File: src/rtl/imem_loader.sv
// Boot-time instruction memory loader: parses a framed word stream (header, payload, checksum),
// writes the payload through a registered port and releases the core only after a verified load.
module imem_loader #(
   parameter int          DEPTH  = 256,
   parameter int          ADDR_W = 8,
   parameter logic [15:0] MAGIC  = 16'h5256
) (
   input  logic              clk,
   input  logic              rst,
   input  logic              in_valid,
   input  logic [31:0]       in_data,
   output logic              in_ready,
   output logic              imem_we,
   output logic [ADDR_W-1:0] imem_addr,
   output logic [31:0]       imem_wdata,
   output logic              core_rst,
   output logic              done,
   output logic              error,
   output logic [ADDR_W:0]   words_loaded
);

   localparam logic [2:0] S_HDR  = 3'd0;
   localparam logic [2:0] S_LOAD = 3'd1;
   localparam logic [2:0] S_CHK  = 3'd2;
   localparam logic [2:0] S_RUN  = 3'd3;
   localparam logic [2:0] S_ERR  = 3'd4;

   logic [2:0]        state;
   logic [ADDR_W:0]   n_words;
   logic [31:0]       sum;
   logic              accept;
   logic [16:0]       hdr_len;
   logic              hdr_bad;
   logic [ADDR_W:0]   wl_next;

   assign in_ready = (state == S_HDR) || (state == S_LOAD) || (state == S_CHK);
   assign accept   = in_valid && in_ready;
   assign core_rst = (state != S_RUN);
   assign done     = (state == S_RUN);
   assign error    = (state == S_ERR);

   // Length widened by one bit so N > DEPTH is caught even when DEPTH is 2^16.
   assign hdr_len = {1'b0, in_data[15:0]};
   assign hdr_bad = (in_data[31:16] != MAGIC) || (hdr_len == 17'd0) || (hdr_len > 17'(DEPTH));
   assign wl_next = words_loaded + {{ADDR_W{1'b0}}, 1'b1};

   always_ff @(posedge clk) begin
      if (rst) begin
         state        <= S_HDR;
         n_words      <= '0;
         words_loaded <= '0;
         sum          <= '0;
         imem_we      <= 1'b0;
         imem_addr    <= '0;
         imem_wdata   <= '0;
      end else begin
         imem_we <= 1'b0;
         case (state)
            S_HDR: begin
               if (accept) begin
                  if (hdr_bad) begin
                     state <= S_ERR;
                  end else begin
                     n_words      <= hdr_len[ADDR_W:0];
                     words_loaded <= '0;
                     sum          <= '0;
                     state        <= S_LOAD;
                  end
               end
            end
            S_LOAD: begin
               if (accept) begin
                  imem_we      <= 1'b1;
                  imem_addr    <= words_loaded[ADDR_W-1:0];
                  imem_wdata   <= in_data;
                  sum          <= sum + in_data;
                  words_loaded <= wl_next;
                  if (wl_next == n_words) state <= S_CHK;
               end
            end
            S_CHK: begin
               // The last payload write lands on this same edge, so RUN never sees stale memory.
               if (accept) state <= (in_data == sum) ? S_RUN : S_ERR;
            end
            S_RUN:   state <= S_RUN;
            S_ERR:   state <= S_ERR;
            default: state <= S_ERR;
         endcase
      end
   end

endmodule

File: config.mk
export PLATFORM = sky130hd
export DESIGN_NAME = imem_loader
export DESIGN_NICKNAME = d
export VERILOG_FILES = /design/src/rtl/imem_loader.sv
export SDC_FILE = /design/constraint.sdc
export NUM_CORES = 1
export LEC_CHECK = 0
export ABC_AREA = 1
export BUFFER_PORTS_ARGS = -buffer_cell sky130_fd_sc_hd__buf_2
export CAP_MARGIN = 0
export CORE_MARGIN = 2
export CORE_UTILIZATION = 45
export CTS_CLUSTER_DIAMETER = 50
export DETAILED_ROUTE_END_ITERATION = 8
export PLACE_DENSITY = 0.65
export SLEW_MARGIN = 20
export SYNTH_ARGS = -nofsm -noshare
export SYNTH_HDL_FRONTEND = slang
export SYNTH_SLANG_ARGS = --single-unit
File: constraint.sdc
create_clock -name clk -period 2.4 [get_ports clk]
set_input_delay 0.12 -clock clk [delete_from_list [all_inputs] [get_ports clk]]
set_output_delay 0.12 -clock clk [all_outputs]
set_load 0.01 [all_outputs]
## Yosys cells after proc, flatten, opt, wreduce, memory -nomap -nowiden

Cells that the tools add are included.

| word-level totals | value |
|---|---|
| bits in registers | 94 |
| bits of input ports | 35 |
| output and inout bits | 54 |
| word-level logic and storage cells | 54 |

| cells by class | value |
|---|---|
| add/sub/neg operators | 2 |
| order comparisons | 1 |
| equality and inequality tests | 13 |
| muxes and demuxes | 16 |
| bitwise operators | 2 |
| reductions and logical operators | 13 |

Operator list:

| operator | count |
|---|---|
| $mux 32 | 3 |
| $pmux 32 s2 | 1 |
| $add 32x32->32 | 1 |
| $eq 32x32->1 | 1 |
| $mux 9 | 3 |
| $mux 3 | 6 |
| $pmux 9 s2 | 1 |
| $logic_not 17->1 | 1 |
| $gt 16x9->1 const B | 1 |
| $ne 16x15->1 const B | 1 |
| $pmux 3 s4 | 1 |
| $add 9x1->9 const B | 1 |
| $eq 9x9->1 | 1 |
| $ne 2x2->1 const B | 4 |
| $reduce_and 4->1 | 2 |
| $eq 3x2->1 const B | 2 |
| $logic_or 1x1->1 | 4 |
| $eq 3x1->1 const B | 1 |
| $eq 3x3->1 const B | 1 |
| $logic_not 3->1 | 1 |
| $ne 3x2->1 const B | 1 |
| $reduce_and 3->1 | 1 |
| $ne 2x1->1 const B | 1 |
| $not 1->1 | 2 |
| other kinds (5) | 5 |

## Longest topological paths before layout

| logic depth | value |
|---|---|
| word-level depth | 6 |
| gate-level depth with buffers | 14 |
| gate-level depth less buffers | 14 |

## Worst setup path after synthesis

Ideal clock, no wire load.

| path | value |
|---|---|
| path kind | reg2reg |
| start point | register sum[0] |
| end point | register sum[28] |
| library setup time | 0.132 ns |
| data arrival time | 1.660 ns |
| required time | 2.268 ns |
| setup slack | 0.607 ns |
| cell stages (with the launch flop) | 12 |
| buffers on the path | 0 |
| clock period less this slack | 1.793 ns |
| cell sequence | dfxtp_1 ha_1 inv_1 fa_1 o21ai_1 nand2_1 nand3_1 nand2_1 nand2_1 nand2_1 nand3_1 a21oi_1 |

| between the ends | value |
|---|---|
| word-level cells in the longest chain between the ends | 3 |

RTL lines:

| item | line | text |
|---|---|---|
| start, declared | 30 | `logic [31:0] sum;` |
| start signal, assigned | 76 | `sum <= sum + in_data;` |
| $add 32x32->32 | 76 |  |
| $mux 32 | 72 | `if (accept) begin` |
| $pmux 32 s2 | 58 | `case (state)` |

Every way passes these cells. The select of a mux whose other input is x is not followed.
A chain may end at the register's enable or synchronous reset.

## Final worst setup path

| path | value |
|---|---|
| start point | register sum[0] |
| end point | register sum[16] |

Same word-level chain as after synthesis.

==> flow_summary_export.csv <==
group,metric,value,unit
outcome,status,"complete, no violations",
synthesis,syn-cell-area,6190,um2
routing,wirelength,18700,um
synthesis,syn_area_per_cell,6.01,um2
setup_path,worst_ep_arrival_time,2.46,ns
synthesis,async_reset_ff_share,0,%
place,globalplace.congestion,0.978,
timing,finalSetupViolCount,0,
routing,wl_per_cell,14.4,um
cells_and_area,num-nets-final,1179,
setup_path,start_kind,"flip-flop",
timing,hold_viol,0,
power_and_ir_drop,p_clk_share,36.7,%
routing,drc_errors,0,
clock_tree,cts_buffer_depth,2,
synthesis,yosysSeqAreaShare,30.4,%
timing,min_period,2.18,ns
place,dp_hpwl,14200,um
setup_path,setup.worst_path.class,"reg -> reg",
setup_path,r2r-start,"sum[0]",
timing,tightest_slew,0.504,ns
die,dieHeight,121,um
synthesis,yosys_warnings,0,
die,initial_core_util,46.4,%
routing,drtIter0Drc,450,
routing,first_pass_iters,5,
grt,grt_antenna_before_repair,0,
routing,antenna_left,0,
setup_path,critical_path_required,2.69,ns
synthesis,yosysUniqueCellTypes,34,
timing,final.setup.tns,0,ns
die,core,13300,um2
place,numPlacedInstances,1276,
grt,grt_pass1_vias,5917,
synthesis,synth-seq-cells,94,
cells_and_area,final_cells,1292,
power_and_ir_drop,p_sw_share,32.8,%
routing,num_vias,6503,
timing,max-slew-margin-rel,66.4,%
clock_tree,cts_root_buf,"clkbuf_16",
timing,setup_slack,0.223,ns
grt,grt_max_degree,71,
power_and_ir_drop,total_power,4.18,mW
setup_path,cp-end-kind,"flip-flop",
die,fp.dieArea,14700,um2
run,drv_cap,0,
power_and_ir_drop,power_density,586,nW/um2
grt,grt_pass1_wl,30000,um
clock_tree,cts_tree,"yes",
power_and_ir_drop,p_sw,1.37,mW
timing,maxSlewViolCount,0,
clock_tree,clock_latency,0.36,ns
die,die_x,121,um
die,boundaryPins,89,
clock_tree,htreeDepth,3,
synthesis,synthFlopType,"dfxtp_1",
cells_and_area,nFillCells,1452,
setup_path,worstPathMaxFanout,5,
clock_tree,numCtsBuffers,9,
cells_and_area,drive_gt1_share,11.6,%
synthesis,synth_fp_nets,1098,
grt,gr-usage-all-layers,26.0,%
clock_tree,post_cts_buffers,0,
power_and_ir_drop,comb_power_share,22.3,%
synthesis,netlist.area_leader.share,30.4,%
synthesis,synth_edf_count,0,
timing,fmax,0.459,GHz
worst_hold_path,hold_start,"in_data[13]",
place,io_buffer_count,88,
setup_path,cp-startpoint,"sum[0]",
power_and_ir_drop,pwr-share-seq,41.0,%
clock_tree,path_clk_slew,0.07,ns
synthesis,synthCells,1030,
worst_hold_path,hold_class,"in -> reg",
synthesis,synth_top_area_cell,"dfxtp_1",
synthesis,synthTopCellsByArea,"dfxtp_1, nand2_1, nor2_1",
timing,whs,0.0182,ns
power_and_ir_drop,p_leak,3.76,nW
power_and_ir_drop,peakVddDrop,0.357,mV
timing,period_share,90.7,%
cells_and_area,antenna_cells,0,
power_and_ir_drop,intPower,2.81,mW
routing,viasPerCell,5.03,
grt,overflow,0,
timing,finalClockSkew,0.00665,ns
place,dpl_worst_slack,0.174,ns
cells_and_area,area_delta_synth_final,15.1,%
synthesis,synth_common_cells,"nand2_1, nor2_1, inv_1",
timing,rsz0062_at_grt,"false",
synthesis,synth.most_common_cell,"nand2_1",
die,fp-row-count,42,
clock_tree,cts_sinks,94,
-- final timing paths --
kind                    end  slack, ns  depth (start not counted)
min reg2reg         sum[12]       0.47                          2
max                 sum[16]       0.22                         10
min          imem_wdata[13]       0.02                          3
max reg2reg         sum[16]       0.22                         10
-- kinds of logic after synthesis --
| group | share of synthesized area, % |
|---|---|
| simple gates | 39.1 |
| buf+inv | 10.9 |
| compound gates | 12.2 |
| flops | 30.4 |
| fa+ha+maj | 6.79 |
| xor+xnor | 0.707 |
-- timing repair --
item,in CTS,in global routing
resized for setup,0,2
hold buffers,0,0
setup endpoints to repair,0,2
-- power by group through the flow --
| stage | logic [mW] | registers (mW) | clock network (mW) |
|---|---|---|---|
| CTS | 0.932 | 1.71 | 1.56 |
| global route | 1.05 | 1.72 | 1.62 |
| finish | 0.931 | 1.71 | 1.53 |
| global placement | 0.923 | 1.75 | 0 |
| detailed placement | 0.927 | 1.75 | 0 |
| floorplan | 0.589 | 1.77 | 0 |
-- stage by stage --
stage               cell area (um2)  utilization, %
floorplan                      6190               -
global placement               6810            51.0
detailed placement             6810            51.0
CTS                            7120            53.4
global route                   7130            53.4
finish                         7130            53.4
-- final cells by class --
type | instances | area (um2) | share of cell area (%)
multi-input combinational | 764 | 3640 | 51.1
sequential | 94 | 1880 | 26.4
inverter | 146 | 548 | 7.69
timing repair buffer | 96 | 526 | 7.37
clock buffer | 10 | 239 | 3.35
tap | 176 | 220 | 3.09
clock inverter | 6 | 68.8 | 0.965
-- routing by layer --
metal / part of all wire (%) / vias up / GRT usage, %
met5: 0 / - / 0
met4: 2.6 / 0 / 8.84
met3: 4.4 / 23 / 4.65
met2: 47 / 142 / 43.9
met1: 46 / 2920 / 33.3
li1: - / 3418 / -
-- sequential cells by signal, indices dropped and copies added, names as in the netlist --
name          count
imem_wdata       32
sum              32
n_words           9
words_loaded      9
imem_addr         8
state             3
imem_we           1
-- cells in the final DEF (no fill, tap or decap), types with 2 or more instances in the layout --
cell       netlist  routed
nand2_1        301     300
nor2_1         149     149
inv_1          143     143
dfxtp_1         94      94
buf_2           11      88
nand3_1         75      75
a21oi_1         73      73
o21ai_0         58      58
ha_1            32      32
nand4_1         16      16
nor3_1          15      15
o21ai_1         10       9
clkbuf_16        0       9
buf_4            0       6
nand2_2          4       5
o21bai_1         4       4
or2_2            4       4
xor2_1           3       3
nand3b_1         3       3
xnor2_1          2       2
nor4b_1          2       2
nor2_2           2       2
inv_2            2       2
and2_1           2       2
nor2_4           2       2
clkinv_2         0       2
buf_12           0       2
-- worst max-delay path, stage by stage, from the launching register on --
cell	delay, ns
dfxtp_1	0.34
ha_1	0.25
inv_1	0.08
fa_1	0.44
o21ai_2	0.29
nand2_1	0.09
nand3_1	0.19
nand2_1	0.11
nand3_1	0.09
nand3_1	0.08
a21oi_1	0.15
Note: power is estimated with default switching activity, not from simulation.
